$ cat config.mk
export PLATFORM = sky130hd
export DESIGN_NAME = cache_miss_controller_flat
export DESIGN_NICKNAME = d
export VERILOG_FILES = /design/src/rtl/cache_miss_controller_pkg.sv /design/src/rtl/cache_miss_controller_if.sv /design/src/rtl/cache_miss_controller_latency_timer.sv /design/src/rtl/cache_miss_controller.sv /design/src/flat_wrapper.sv
export SDC_FILE = /design/constraint.sdc
export NUM_CORES = 1
export LEC_CHECK = 0
export CAP_MARGIN = 20
export CORE_MARGIN = 1
export CORE_UTILIZATION = 44
export CTS_CLUSTER_SIZE = 12
export DETAILED_ROUTE_END_ITERATION = 7
export PLACE_DENSITY = 0.83
export SYNTH_ARGS = -nofsm -noshare
export SYNTH_HDL_FRONTEND = slang
export SYNTH_SLANG_ARGS = --single-unit
$ cat constraint.sdc
create_clock -name clk -period 2.1 [get_ports clk]
set_input_delay 0.42 -clock clk [delete_from_list [all_inputs] [get_ports clk]]
set_output_delay 0.42 -clock clk [all_outputs]
set_load 0.02 [all_outputs]
$ cat src/rtl/cache_miss_controller_pkg.sv
// Shared types and defaults for the MEM-stage cache miss controller.
package cache_miss_controller_pkg;
   typedef enum logic [2:0] {
      S_IDLE        = 3'd0,
      S_ISSUE       = 3'd1,
      S_WB_WAIT     = 3'd2,
      S_FILL_WAIT   = 3'd3,
      S_FILL_COMMIT = 3'd4,
      S_DONE        = 3'd5
   } state_e;

   localparam int DEF_MISS_LATENCY = 20;
   localparam int DEF_WB_LATENCY   = 20;
   localparam int DEF_RETRY_MAX    = 1;
   localparam int CNT_W            = 16;

   function automatic logic [CNT_W-1:0] sat_inc(input logic [CNT_W-1:0] v);
      return (&v) ? v : v + 1'b1;
   endfunction
endpackage

$ cat src/rtl/cache_miss_controller_if.sv
// Controller <-> cache strobe/data bus.
interface cache_miss_controller_if;
   logic        re;
   logic        we;
   logic        we2;
   logic        we3;
   logic [31:0] address;
   logic [31:0] writedata;
   logic [31:0] readdatacache;
   logic        hit;
   logic        miss;
   logic        dirty;

   modport master (output re, we, we2, we3, address, writedata,
                   input  readdatacache, hit, miss, dirty);
   modport slave  (input  re, we, we2, we3, address, writedata,
                   output readdatacache, hit, miss, dirty);
endinterface

$ cat src/rtl/cache_miss_controller_latency_timer.sv
// Loadable down-counter; done while the count sits at zero.
module cache_miss_controller_latency_timer #(
   parameter int W = 5
) (
   input  logic         clk,
   input  logic         rst_n,
   input  logic         load,
   input  logic [W-1:0] load_val,
   output logic         done
);
   logic [W-1:0] cnt;

   always_ff @(posedge clk or negedge rst_n) begin
      if (!rst_n)             cnt <= '0;
      else if (load)          cnt <= load_val;
      else if (cnt != '0)     cnt <= cnt - 1'b1;
   end

   assign done = (cnt == '0);
endmodule

$ cat src/rtl/cache_miss_controller.sv
// Stalls the MEM stage on a cache miss, sequences writeback/refill, replays the access.
module cache_miss_controller
   import cache_miss_controller_pkg::*;
#(
   parameter int MISS_LATENCY = DEF_MISS_LATENCY,
   parameter int WB_LATENCY   = DEF_WB_LATENCY,
   parameter int RETRY_MAX    = DEF_RETRY_MAX
) (
   input  logic             clk,
   input  logic             reset_n,
   input  logic             mem_read,
   input  logic             mem_write,
   input  logic [31:0]      mem_addr,
   input  logic [31:0]      mem_wdata,
   output logic             stall,
   output logic [31:0]      load_data,
   output logic             load_valid,
   output logic             err,
   output logic [CNT_W-1:0] hit_count,
   output logic [CNT_W-1:0] miss_count,
   cache_miss_controller_if.master cache
);
   localparam int MAXL = (MISS_LATENCY > WB_LATENCY) ? MISS_LATENCY : WB_LATENCY;
   localparam int TW   = $clog2(MAXL + 1);
   localparam int RW   = $clog2(RETRY_MAX + 2);

   state_e        state, nxt;
   logic          op_wr, replay_q;
   logic [RW-1:0] retry_q;
   logic [31:0]   addr_q, wdata_q, rdata_q;
   logic          req, retry_exceed;
   logic          tmr_load, tmr_done;
   logic [TW-1:0] tmr_val;

   assign req          = mem_read | mem_write;
   assign retry_exceed = replay_q && ((int'(retry_q) + 1) > RETRY_MAX);

   cache_miss_controller_latency_timer #(.W(TW)) u_tmr (
      .clk      (clk),
      .rst_n    (reset_n),
      .load     (tmr_load),
      .load_val (tmr_val),
      .done     (tmr_done)
   );

   always_ff @(posedge clk or negedge reset_n) begin
      if (!reset_n) state <= S_IDLE;
      else          state <= nxt;
   end

   // Timer is loaded with LAT-1 so a wait state lasts exactly LAT cycles.
   always_comb begin
      nxt      = state;
      tmr_load = 1'b0;
      tmr_val  = '0;
      case (state)
         S_IDLE:        if (req) nxt = S_ISSUE;
         S_ISSUE: begin
            if (cache.hit || retry_exceed) nxt = S_DONE;
            else if (cache.dirty) begin
               nxt      = S_WB_WAIT;
               tmr_load = 1'b1;
               tmr_val  = TW'(WB_LATENCY - 1);
            end else begin
               nxt      = S_FILL_WAIT;
               tmr_load = 1'b1;
               tmr_val  = TW'(MISS_LATENCY - 1);
            end
         end
         S_WB_WAIT: if (tmr_done) begin
            nxt      = S_FILL_WAIT;
            tmr_load = 1'b1;
            tmr_val  = TW'(MISS_LATENCY - 1);
         end
         S_FILL_WAIT:   if (tmr_done) nxt = S_FILL_COMMIT;
         S_FILL_COMMIT: nxt = S_ISSUE;
         S_DONE:        nxt = S_IDLE;
         default:       nxt = S_IDLE;
      endcase
   end

   always_ff @(posedge clk or negedge reset_n) begin
      if (!reset_n) begin
         op_wr      <= 1'b0;
         replay_q   <= 1'b0;
         retry_q    <= '0;
         addr_q     <= '0;
         wdata_q    <= '0;
         rdata_q    <= '0;
         err        <= 1'b0;
         hit_count  <= '0;
         miss_count <= '0;
      end else begin
         case (state)
            S_IDLE: if (req) begin
               op_wr    <= mem_write;
               addr_q   <= mem_addr;
               wdata_q  <= mem_wdata;
               replay_q <= 1'b0;
               retry_q  <= '0;
            end
            S_ISSUE: begin
               rdata_q <= cache.hit ? cache.readdatacache : 32'h0;
               if (!replay_q) begin
                  if (cache.hit) hit_count  <= sat_inc(hit_count);
                  else           miss_count <= sat_inc(miss_count);
               end
               if (!cache.hit && replay_q) begin
                  retry_q <= retry_q + 1'b1;
                  if (retry_exceed) err <= 1'b1;
               end
            end
            S_FILL_COMMIT: replay_q <= 1'b1;
            default: ;
         endcase
      end
   end

   // Reset gating keeps stall low while reset is held, even with a request pending.
   assign stall      = reset_n & (((state == S_IDLE) & req) |
                                  ((state != S_IDLE) & (state != S_DONE)));
   assign load_valid = (state == S_DONE) & ~op_wr;
   assign load_data  = load_valid ? rdata_q : 32'h0;

   assign cache.re        = (state == S_ISSUE) & ~op_wr;
   assign cache.we        = (state == S_ISSUE) &  op_wr;
   assign cache.we2       = (state == S_FILL_COMMIT) &  op_wr;
   assign cache.we3       = (state == S_FILL_COMMIT) & ~op_wr;
   assign cache.address   = addr_q;
   assign cache.writedata = wdata_q;
endmodule
$ cat src/flat_wrapper.sv
// flat-port wrapper written by rule: the top's interface ports become plain ports
module cache_miss_controller_flat import cache_miss_controller_pkg::*;
#(
   parameter int MISS_LATENCY = DEF_MISS_LATENCY,
   parameter int WB_LATENCY   = DEF_WB_LATENCY,
   parameter int RETRY_MAX    = DEF_RETRY_MAX
)
  (clk, reset_n, mem_read, mem_write, mem_addr, mem_wdata, stall, load_data, load_valid, err, hit_count, miss_count, cache_re, cache_we, cache_we2, cache_we3, cache_address, cache_writedata, cache_readdatacache, cache_hit, cache_miss, cache_dirty);
  cache_miss_controller_if cache_i ();
  input  logic clk;
  input  logic reset_n;
  input  logic mem_read;
  input  logic mem_write;
  input  logic [31:0] mem_addr;
  input  logic [31:0] mem_wdata;
  output logic stall;
  output logic [31:0] load_data;
  output logic load_valid;
  output logic err;
  output logic [CNT_W-1:0] hit_count;
  output logic [CNT_W-1:0] miss_count;
  output wire logic [$bits(cache_i.re)-1:0] cache_re;
  output wire logic [$bits(cache_i.we)-1:0] cache_we;
  output wire logic [$bits(cache_i.we2)-1:0] cache_we2;
  output wire logic [$bits(cache_i.we3)-1:0] cache_we3;
  output wire logic [$bits(cache_i.address)-1:0] cache_address;
  output wire logic [$bits(cache_i.writedata)-1:0] cache_writedata;
  input wire logic [$bits(cache_i.readdatacache)-1:0] cache_readdatacache;
  input wire logic [$bits(cache_i.hit)-1:0] cache_hit;
  input wire logic [$bits(cache_i.miss)-1:0] cache_miss;
  input wire logic [$bits(cache_i.dirty)-1:0] cache_dirty;
  assign cache_re = cache_i.re;
  assign cache_we = cache_i.we;
  assign cache_we2 = cache_i.we2;
  assign cache_we3 = cache_i.we3;
  assign cache_address = cache_i.address;
  assign cache_writedata = cache_i.writedata;
  assign cache_i.readdatacache = cache_readdatacache;
  assign cache_i.hit = cache_hit;
  assign cache_i.miss = cache_miss;
  assign cache_i.dirty = cache_dirty;
  cache_miss_controller #(.MISS_LATENCY(MISS_LATENCY), .WB_LATENCY(WB_LATENCY), .RETRY_MAX(RETRY_MAX)) u_core (.clk(clk), .reset_n(reset_n), .mem_read(mem_read), .mem_write(mem_write), .mem_addr(mem_addr), .mem_wdata(mem_wdata), .stall(stall), .load_data(load_data), .load_valid(load_valid), .err(err), .hit_count(hit_count), .miss_count(miss_count), .cache(cache_i));
endmodule
# Word-level counts from Yosys, hierarchy flattened
# Cells that the tools add are included.
# W data, S select, Z words.
[word_totals]
wordCells = 83
romBits = 0
n_memories = 0
register_bits = 141
output_inout_bits = 135
latchBits = 0
ramBits = 0
input_bits = 103
[op_classes]
shift = 0
div = 0
n_lt_le_gt_ge = 1
n_mul = 0
eq_ne = 10
reduce_logical = 20
mux = 21
bitwise = 15
add_sub_neg = 5
[op_table]
columns = ["operator", "count"]
rows = [
  ["$mux W32", 2],
  ["$add A16 B1 Y16 const B", 2],
  ["$gt A32 B2 Y1 const B", 1],
  ["$reduce_and A16 Y1", 2],
  ["$mux W5", 4],
  ["$pmux W3 S5", 1],
  ["$mux W3", 4],
  ["$pmux W5 S2", 1],
  ["$reduce_and A3 Y1", 3],
  ["$and A1 B1 Y1", 8],
  ["$ne A2 B1 Y1 const B", 4],
  ["$reduce_and A4 Y1", 2],
  ["$eq A3 B2 Y1 const B", 2],
  ["$eq A3 B3 Y1 const B", 2],
  ["$reduce_bool A2 Y1", 3],
  ["$logic_not A5 Y1", 1],
  ["$not A1 Y1", 5],
  ["$reduce_bool A5 Y1", 1],
  ["$sub A5 B1 Y5 const B", 1],
  ["$mux W1", 4],
  ["$mux W2", 2],
  ["$pmux W1 S2", 2],
  ["$pmux W2 S2", 1],
  ["$reduce_and A2 Y1", 2],
  ["other kinds (10)", 12],
]

# Depth between registers and ports, before layout
# Gate-level depths: netlist of run 1.
[depth]
depth_word = 7
ltp_mapped = 7
ltp_nobuf = 6

# Hierarchy
# A second synthesis of run 1 with hierarchy kept.
[hier_totals]
cells_unflattened = 674
area_unflattened_um2 = 6203.4
[by_module_without_submodules]
columns = ["module", "area_each_um2", "seq_area_each_um2", "n_inst", "cells_each"]
rows = [
  ["cache_miss_controller", 5924.4, 3403.3, 1, 647],
  ["cache_miss_controller_latency_timer", 279.0, 125.1, 1, 27],
]

# Worst setup path before layout of run 1
# OpenSTA, ideal clock, no wires.
[synth_timing]
path_kind = "register -> output"
startpoint = "reg u_core.state[1]"
endpoint = "out load_data[22]"
path_slack_ps = -80
path_buffers = 2
t_required_ps = 1680
stages_incl_launch_ff = 5
t_arrival_ps = 1760
path_cell_list = "dfrtp_1 > clkbuf_1 > nor4bb_1 > clkbuf_1 > and2_1"
[synth_between]
elab_chain_cells = 3
[synth_lines]
columns = ["item", "line", "rtl"]
rows = [
  ["start: declaration", "cache_miss_controller.sv:27", "state_e state, nxt;"],
  ["start signal: assignment", "cache_miss_controller.sv:48", "else state <= nxt;"],
  ["$eq A3 B3 Y1", "cache_miss_controller.sv:122", "assign load_valid = (state == S_DONE) & ~op_wr;"],
  ["$and A1 B1 Y1", "cache_miss_controller.sv:122", ""],
  ["via load_valid", "flat_wrapper.sv:18", "output logic load_valid;"],
  ["$mux W32", "cache_miss_controller.sv:123", "assign load_data = load_valid ? rdata_q : 32'h0;"],
  ["end: declaration", "flat_wrapper.sv:17", "output logic [31:0] load_data;"],
]
# The timed path passes the listed nets, and every way through them passes these cells.

# Worst setup path after layout of run 1
[layout_timing]
startpoint = "reg u_core.state[1]"
endpoint = "out load_data[12]"
[layout_between]
elab_chain_cells = 3
[layout_lines]
columns = ["item", "line"]
rows = [
  ["$eq A3 B3 Y1", "cache_miss_controller.sv:122"],
  ["$and A1 B1 Y1", "cache_miss_controller.sv:122"],
  ["$mux W32", "cache_miss_controller.sv:123"],
]
# Every way passes these cells.

==> flow_summary.yaml, run 1 <==
outcome:
  status: "complete, but fails checks"
  violations: "negative setup slack"
critical_path:
  critPathKind: "flip-flop to primary output"
  r2r-end: "u_core.hit_count[11]"
  rrSetupSlack_ns: -0.02
  cp-start-kind: "flip-flop"
  critPathRequiredTime_ns: 1.68
  end_kind: "primary output"
  cp-startpoint: "u_core.state[1]"
  r2r_cells: 6
  worstReg2RegStart: "u_core.state[1]"
  cp.arrival_ns: 1.73
  cp_max_fo: 7
global_route:
  grt_busiest_layer: "met2"
  grt_pass1_wl_um: 27600
  antenna_found_initial: 0
  grt_use_total: 0.250
  met2_usage: 0.449
  grt_pass1_vias: 5333
  grt_use_met3: 0.0722
  use_met1: 0.287
  grt-ovfl-total: 0
  grt_max_degree: 82
layout:
  antennaDiodeCount: 0
  final_util: 0.734
  final_nets: 913
  area_growth_pct: 60.2
  drive_gt1_frac: 0.286
pwr:
  netSwitchingFraction: 0.279
  internal_power_uw: 6280
  switchingPower_uw: 2430
  power.clock.fraction: 0.355
  leakage_uw: 0.00446
  p_per_area_nw_per_um2: 881
  ir_drop_mv: 0.485
  power_frac_seq: 0.376
  combinationalPowerShare: 0.269
route:
  drtPass1Iterations: 4
  avgViaCountPerCell: 5.16
  routed_wl_um: 17800
  ant_nets: 0
  drc: 0
  wire_per_inst_um: 17.9
  num_vias: 5126
  drtIter0Drc: 313
sta:
  fin_ws_ns: -0.0484
  skew_ns: 0.00379
  maxSlewViolCount: 0
  hold_viol: 0
  rsz0062_at_grt: "yes"
  fin_crit_sh: 1.02
  tightest_slew_ns: 0.774
  slew_headroom: 0.484
  max_freq_mhz: 465
  period_minus_slack_ns: 2.15
  setup_viol: 34
floorplan:
  io_pins: 238
  rows: 42
  dieArea_um2: 14500
  core_um2: 13500
  start_util: 0.458
  die_w_um: 120
  dieHeight_um: 120
yosys:
  synth.top_cell.area_share: 0.572
  synth_area_per_cell_um2: 11.5
  synthTopCellsByArea: "dfrtp_1 57%, mux2_2 12%, nand2_1 4.9%, and2_1 3.4%, o21ai_0 2.9%"
  synthesis.nets: 645
  postSynthCellCount: 538
  async_flop_share: 1.00
  ys_ff_latch: 141
  yosysSeqAreaShare: 0.572
  synth_cell_types: 45
  ys.flop_type: "dfrtp_1"
  synth_edf_count: 0
  synth_area_um2: 6170
  synth_top_cell_by_area: "dfrtp_1"
  yosysWarnings: 0
clocking:
  cts_tree: "done"
  clock_latency_ns: 0.41
  cts_sinks: 141
  htree_levels: 4
  cts_buffers: 17
  clock_path_buffers: 2
  path_clk_slew_ns: 0.06
  clockRootBuffer: "clkbuf_16"
place:
  routabilityCongestion: 0.900
  io_buffers: 236
  post-place-ws_ns: -0.185
  dp_hpwl_um: 12400
job:
  cap_violations: 0
hold_path:
  min_path_type: "input pin to asynchronous set/reset pin"
-- flip-flops by register name (all words and copies together), names as in the netlist --
register,count
u_core.rdata_q,32
u_core.state,3
u_core.miss_count,16
u_core.replay_q,1
u_core.op_wr,1
u_core.hit_count,16
u_core.cache.writedata,32
u_core.cache.address,32
u_core.retry_q,2
u_core.err,1
u_core.u_tmr.cnt,5
-- cell type report --
type	instances	area, µm²
clock buffer	21	480
clock inverter	10	136
fill	916	3570
inverter	6	22.5
multi-input combinational	363	2680
sequential	141	3530
tap	176	220
timing repair buffer	277	2810
-- power groups by stage --
stage	registers [µW]	logic [µW]	clock network, µW
after detailed placement	3300	2180	0
after CTS	3260	2240	3140
after floorplan	3490	941	0
after global routing	3310	2520	3270
after global placement	3270	2100	0
final	3270	2340	3090
-- critical path, cell delays in order, from the launching register on --
cell       delay, ns
dfrtp_1         0.41
nor4bb_4        0.33
buf_6           0.18
clkbuf_16       0.15
and2_1          0.14
buf_6           0.12
-- cells by family (layout without fill, tap and decap cells) --
logic type | after synthesis | after routing | synth area share
AO/OA/AOI/OAI | 59 | 59 | 0.0548
XOR/XNOR | 27 | 27 | 0.0384
flip-flops | 141 | 141 | 0.572
buffers and inverters | 34 | 314 | 0.0223
adder cells (fa/ha/maj) | 4 | 4 | 0.00812
AND/OR/NAND/NOR | 204 | 204 | 0.178
multiplexers | 69 | 69 | 0.126
-- routing by layer --
layer  share of wire  routed length (µm)  vias up
li1                -                   -     2393
met1            0.39                6980     2500
met2            0.52                9280      198
met3           0.063                1130       35
met4           0.022                 391        0
met5               0                   0        -
-- cell usage in the layout (no fill, tap or decap), types with 4 or more instances in the layout --
| cell | n |
|---|---|
| nor2_1 | 11 |
| a31oi_1 | 4 |
| nand3_1 | 9 |
| ha_1 | 4 |
| dfrtp_1 | 141 |
| clkbuf_8 | 4 |
| xor2_1 | 20 |
| mux2_2 | 68 |
| and2_4 | 31 |
| buf_4 | 32 |
| clkbuf_16 | 19 |
| nand2_1 | 80 |
| and4_1 | 4 |
| xnor2_1 | 7 |
| nand2b_1 | 6 |
| nand4_1 | 13 |
| a21oi_1 | 6 |
| o21ai_0 | 36 |
| inv_1 | 6 |
| nor3_1 | 11 |
| buf_6 | 41 |
| clkdlybuf4s50_1 | 197 |
| nor3_2 | 5 |
-- synth_stat cells (2+ instances only) --
| cell type | number |
|---|---|
| nor2_1 | 15 |
| and2_1 | 34 |
| a22o_1 | 2 |
| a21oi_1 | 7 |
| buf_2 | 8 |
| mux2_2 | 68 |
| nor4b_1 | 2 |
| a211oi_1 | 3 |
| nand2b_1 | 6 |
| ha_1 | 4 |
| nor2b_1 | 2 |
| nor3b_1 | 3 |
| and3_1 | 3 |
| nor3_1 | 15 |
| nand4_1 | 13 |
| nor4_1 | 2 |
| dfrtp_1 | 141 |
| clkbuf_1 | 19 |
| xor2_1 | 20 |
| a31oi_1 | 4 |
| and4_1 | 4 |
| nor4bb_1 | 2 |
| o21ai_0 | 36 |
| nand3_1 | 9 |
| xnor2_1 | 7 |
| or2_2 | 3 |
| nand2_1 | 81 |
| o31ai_1 | 3 |
| inv_1 | 6 |
-- timing repair --
action	4_1_cts	5_1_grt
hold buffers	0	1
pin swaps	11	21
buffers inserted	2	4
setup endpoints to repair	39	37
gates resized for setup	236	48
hold endpoints to repair	0	5
cloned	2	2
-- worst max-delay path by stage --
stage                          endpoint  slack, ns  cells past startpoint
after floorplan           load_data[22]      0.007                      4
after global placement            stall      -0.22                      5
after detailed placement          stall      -0.19                      5
after CTS                 load_data[13]      -0.08                      5
after global routing      load_data[12]      -0.14                      5
final                     load_data[12]      -0.05                      5
-- per-stage QoR --
| step | TNS [ns] | total power, µW | std cells | area [µm²] | hold slack [ns] |
|---|---|---|---|---|---|
| finish | -0.757 | 8710 | 994 | 9880 | 0.478 |
| global route | -4.05 | 9100 | 994 | 9880 | 0.470 |
| CTS | -0.982 | 8640 | 987 | 9610 | 0.184 |
| detailed placement | -1.74 | 5480 | 952 | 8900 | 0.462 |
| global placement | -0.811 | 5380 | 952 | 8900 | 0.453 |
| floorplan | 0 | 4440 | 538 | 6170 | 0.124 |
Power figures use the tool's default switching activity.
==> run 2, diff against run 1 <==
--- a/config.mk
+++ b/config.mk
@@ -8,7 +8,7 @@
 export CAP_MARGIN = 20
 export CORE_MARGIN = 1
 export CORE_UTILIZATION = 44
-export CTS_CLUSTER_SIZE = 12
+export CTS_CLUSTER_SIZE = 16
 export DETAILED_ROUTE_END_ITERATION = 7
 export PLACE_DENSITY = 0.83
 export SYNTH_ARGS = -nofsm -noshare
==> results of run 2 <==
Same layout as run 1: the final DEF is identical, and so are final timing and power.
==> patch 1: new RTL, flow settings as in run 1 <==
The 6 states of `state_e` get a Gray code encoding in 3 bits.
--- a/src/rtl/cache_miss_controller_pkg.sv
+++ b/src/rtl/cache_miss_controller_pkg.sv
@@ -1,12 +1,12 @@
 // Shared types and defaults for the MEM-stage cache miss controller.
 package cache_miss_controller_pkg;
    typedef enum logic [2:0] {
-      S_IDLE        = 3'd0,
-      S_ISSUE       = 3'd1,
-      S_WB_WAIT     = 3'd2,
-      S_FILL_WAIT   = 3'd3,
-      S_FILL_COMMIT = 3'd4,
-      S_DONE        = 3'd5
+      S_IDLE        = 3'b000,
+      S_ISSUE       = 3'b001,
+      S_WB_WAIT     = 3'b011,
+      S_FILL_WAIT   = 3'b010,
+      S_FILL_COMMIT = 3'b110,
+      S_DONE        = 3'b111
    } state_e;
 
    localparam int DEF_MISS_LATENCY = 20;
Behaviour: no difference found for any inputs over 4 cycles, from zero or initial values and one cycle with reset_n low; so few cycles prove little.
==> patch 1 against run 1 <==
- the run still ends with setup timing left
- sequential cell count unchanged
- first-iteration DRC count down 23%
- critical path depth unchanged
- cell area down 2.5%
- setup slack better by 0.0072 ns
- global-route usage down 1.4 points
- non-clock buffer count down 2
- area after synthesis up 0.28%
- die area up 0.27%
- synthesized cell count up 2.0%
- wire length down 5.5%
- critical path type unchanged
Power is not compared: it rests on default switching activity, and its combinational part moved more than twofold at a synthesized area within 25%.
==> patch 1: results (changes against run 1) <==
| Metric | Value |
|---|---|
| Status | `finished with violations` |
| Failing checks | `setup timing` |
| Largest net degree at the start of global routing | `142 (+73%)` |
| Slowest CP cell | `or3b_4` |
| Synth unique cells | `46 (+2.2%)` |
| Syn_nets | `656 (+1.7%)` |
| CP endpoint | `cache_re` |
| Layout cells sized above 1 | `24.0% (-4.6 points)` |
| Clock buffer depth | `2 (unchanged)` |
| Vias | `5,200 (+1.4%)` |
| Placed cell areas | `0.00892 mm² (+0.18%)` |
| Clock Skews | `0.00670 ns (+0.00291 ns)` |
| Top post-synthesis cells by area | `dfrtp_1 (57%), mux2_2 (13%), nand2_1 (5.3%), and2_1 (3.2%), o21ai_0 (2.8%)` |
| Final WS setup | `-0.0412 ns (+0.00723 ns)` |
| Total track usage | `23.5% (-1.4 points)` |
| Hold Slack | `0.0768 ns (-0.401 ns)` |
| Seq/Total Area, Yosys | `57.1% (-0.16 points)` |
| Non-Filler Instances | `1,005 (+1.1%)` |
| Crit Path Max Fanout | `5 (-2)` |
| Post-DP HPWL | `12,100 µm (-2.7%)` |
| Post-synth top cells | `dfrtp_1 (141), nand2_1 (88), mux2_2 (71), o21ai_0 (35), and2_1 (32)` |
| First-pass GRT wire length | `26,500 µm (-4.0%)` |
| Final setup vio count | `4 (-88%)` |
| Final Wtd Congestion | `0.860 (-4.5%)` |
| Final net count | `923 (+1.1%)` |
| Setup Fix Bufs, Post-CTS | `4 (+2)` |
| # resized after CTS | `185 (-22%)` |
| Post-Syn Instances | `549 (+2.0%)` |
| Drt wl/cell | `16.7 µm (-6.6%)` |
| Worst Setup SP | `u_core.state[2]` |
| Place WS | `-0.139 ns (+0.0465 ns)` |
| Total negative slack | `-0.110 ns (+0.647 ns)` |
| Iter 0 DRT Violations | `240 (-23%)` |
[patch 1: routing by layer]
metal	part of all wire, %	track usage, %
met1	39	27.6
met2	52	41.3
met3	5.5	4.91
met4	2.8	10.7
met5	0	0
[patch 1: cell type report]
| class | count | area (µm²) |
|---|---|---|
| Fill cell | 970 | 3820 |
| Clock inverter | 13 | 190 |
| Multi-Input combinational cell | 368 | 2580 |
| Timing Repair Buffer | 275 | 2640 |
| Inverter | 13 | 48.8 |
| Clock buffer | 19 | 433 |
| Tap cell | 176 | 220 |
| Sequential cell | 141 | 3530 |
[patch 1: logic make-up after synthesis]
kind of cell / Yosys count / synth area share [%]
muxes: 71 / 12.9
AOI/OAI and AO/OA: 59 / 5.54
xor gates and xnor gates: 23 / 3.26
and+or+nand+nor: 211 / 17.7
buffers and inverters: 40 / 2.65
adders and majority gates: 4 / 0.809
DFF: 141 / 57.1
==> patch 2: new RTL, flow settings as in run 1 <==
Made on the original files. Change the package constant `CNT_W` from 16 to 14.
--- a/src/rtl/cache_miss_controller_pkg.sv
+++ b/src/rtl/cache_miss_controller_pkg.sv
@@ -12,7 +12,7 @@
    localparam int DEF_MISS_LATENCY = 20;
    localparam int DEF_WB_LATENCY   = 20;
    localparam int DEF_RETRY_MAX    = 1;
-   localparam int CNT_W            = 16;
+   localparam int CNT_W            = 14;
 
    function automatic logic [CNT_W-1:0] sat_inc(input logic [CNT_W-1:0] v);
       return (&v) ? v : v + 1'b1;
Interface: changed (resized hit_count and miss_count); port bits go from 238 to 234. The function was not compared with the original's and may differ.
==> patch 2 against run 1 <==
- cell area is 9.1% lower
- hold slack worse by 0.37 ns
- area after synthesis is 5.2% lower
- wire length is 17% lower
- the flow still finishes with violations (setup timing)
- critical path depth stayed put
- via count down 12%
- sequential cell count is 4 lower
- setup slack got worse by 0.023 ns
Power is not compared: it rests on default switching activity, and its combinational part moved more than twofold at a synthesized area within 25%.
==> patch 2: results (changes against run 1) <==
| Metric | Value |
|---|---|
| Final setup vio count | `1 (-97%)` |
| FF-to-FF Start | `u_core.state[2]` |
| Hold Slack | `0.106 ns (-0.373 ns)` |
| Seq/Total Area, Yosys | `58.6% (+1.4 points)` |
| Synth unique cells | `49 (+8.9%)` |
| Post-synth top cells | `dfrtp_1 (137), mux2_2 (68), a22o_1 (34), and2_1 (32), nand2_1 (16)` |
| R2R setup slack | `0.10 ns (+0.12 ns)` |
| Total routed wirelength | `14,800 µm (-17%)` |
| Critical path arrival | `1.75 ns (+0.02 ns)` |
| Top post-synthesis cells by area | `dfrtp_1 (59%), mux2_2 (13%), a22o_1 (5.1%), and2_1 (3.4%), xnor2_1 (1.9%)` |
| Post-DP HPWL | `10,400 µm (-16%)` |
| Vias | `4,498 (-12%)` |
| Clock buffer depth | `2 (unchanged)` |
| Final WS setup | `-0.0719 ns (-0.0235 ns)` |
| Synth Warn # | `0 (unchanged)` |
| Vias/cell | `5.07 (-1.8%)` |
| Final net count | `812 (-11%)` |
| Post-Syn Instances | `451 (-16%)` |
| Final Wtd Congestion | `0.796 (-12%)` |
| Total track usage | `21.3% (-3.6 points)` |
| First-pass GRT wire length | `22,200 µm (-20%)` |
| Layout cells sized above 1 | `25.4% (-3.2 points)` |
| Placed cell count | `855 (-10%)` |
| Worst Setup SP | `mem_write` |
| Status | `finished with violations` |
| Syn_nets | `558 (-13%)` |
| Failing checks | `setup timing` |
| Iter 0 DRT Violations | `183 (-42%)` |
| Peak supply drop | `0.000812 V` |
| Clock Skews | `0.0114 ns (+0.00765 ns)` |
| Place WS | `-0.429 ns (-0.244 ns)` |
| Total negative slack | `-0.0719 ns (+0.685 ns)` |
| Number of CTS-inserted buffers | `17 (unchanged)` |
| I/O Buffers | `232 (-1.7%)` |
| Tightest Pin Transition | `0.722 ns (-0.0517 ns)` |
| Initial DRT Pass Iterations | `4 (unchanged)` |
| FF-to-FF path depth | `6 (unchanged)` |
| Largest net degree at the start of global routing | `138 (+68%)` |
| Crit Path Max Fanout | `2 (-5)` |
| RR Endpoint | `u_core.cache.writedata[15]` |
| CP endpoint | `stall` |
patch 2: metrics by stage:
stage                     util (%)  instance area (µm²)
after global placement        66.5                 8500
final                         70.3                 8980
after detailed placement      66.5                 8500
after CTS                     70.2                 8970
after global routing          70.3                 8980
after floorplan                  -                 5850
patch 2: what timing repair did:
action,4_1_cts,5_1_grt
gates resized for setup,169,24
setup buffers,3,1
pin swaps,2,3
gates cloned,1,0
setup endpoints to repair,38,38
patch 2: worst min-delay path by stage:
| stage | from | to | cells after the start |
|---|---|---|---|
| after floorplan | reset_n | u_core.cache.address[0] | 0 |
| after global placement | u_core.err | u_core.err | 2 |
| after detailed placement | u_core.rdata_q[23] | u_core.rdata_q[23] | 1 |
| after CTS | reset_n | u_core.rdata_q[9] | 2 |
| after global routing | reset_n | u_core.rdata_q[8] | 2 |
| final | reset_n | u_core.hit_count[1] | 2 |
patch 2: worst max-delay path: stages:
cell	delay, ns
clkdlybuf4s50_1	0.46
or4_4	0.51
a21oi_2	0.16
nor2b_1	0.06
buf_4	0.15
patch 2: area by class of cell:
class	count	area, µm²
Fill cell	899	3790
Sequential cell	137	3430
Timing Repair Buffer	258	2440
Multi-Input combinational cell	281	2310
Clock buffer	21	470
Tap cell	172	215
Clock inverter	9	75.1
Inverter	10	37.5
patch 2: power by group:
group | internal (mW) | switching (mW) | total, mW | leakage [nW]
combinational | 2.95 | 2.53 | 5.48 | 2.01
sequential | 3.72 | 0.689 | 4.40 | 1.68
clock | 1.69 | 1.04 | 2.74 | 0.270
patch 2: routing by layer:
| layer | routed length [µm] | global-route usage [%] | up-vias |
|---|---|---|---|
| li1 | - | - | 2117 |
| met5 | 0 | 0 | - |
| met1 | 5890 | 24.7 | 2175 |
| met2 | 7590 | 37.7 | 189 |
| met4 | 174 | 7.51 | 0 |
| met3 | 1120 | 6.18 | 17 |
patch 2: cells by family after synthesis:
family	Yosys count	share of synthesized area (%)
DFF	137	58.6
and+or+nand+nor	124	12.6
muxes	70	13.4
AOI/OAI and AO/OA	59	8.05
buffers and inverters	33	2.82
xor gates and xnor gates	24	3.60
adders and majority gates	4	0.856
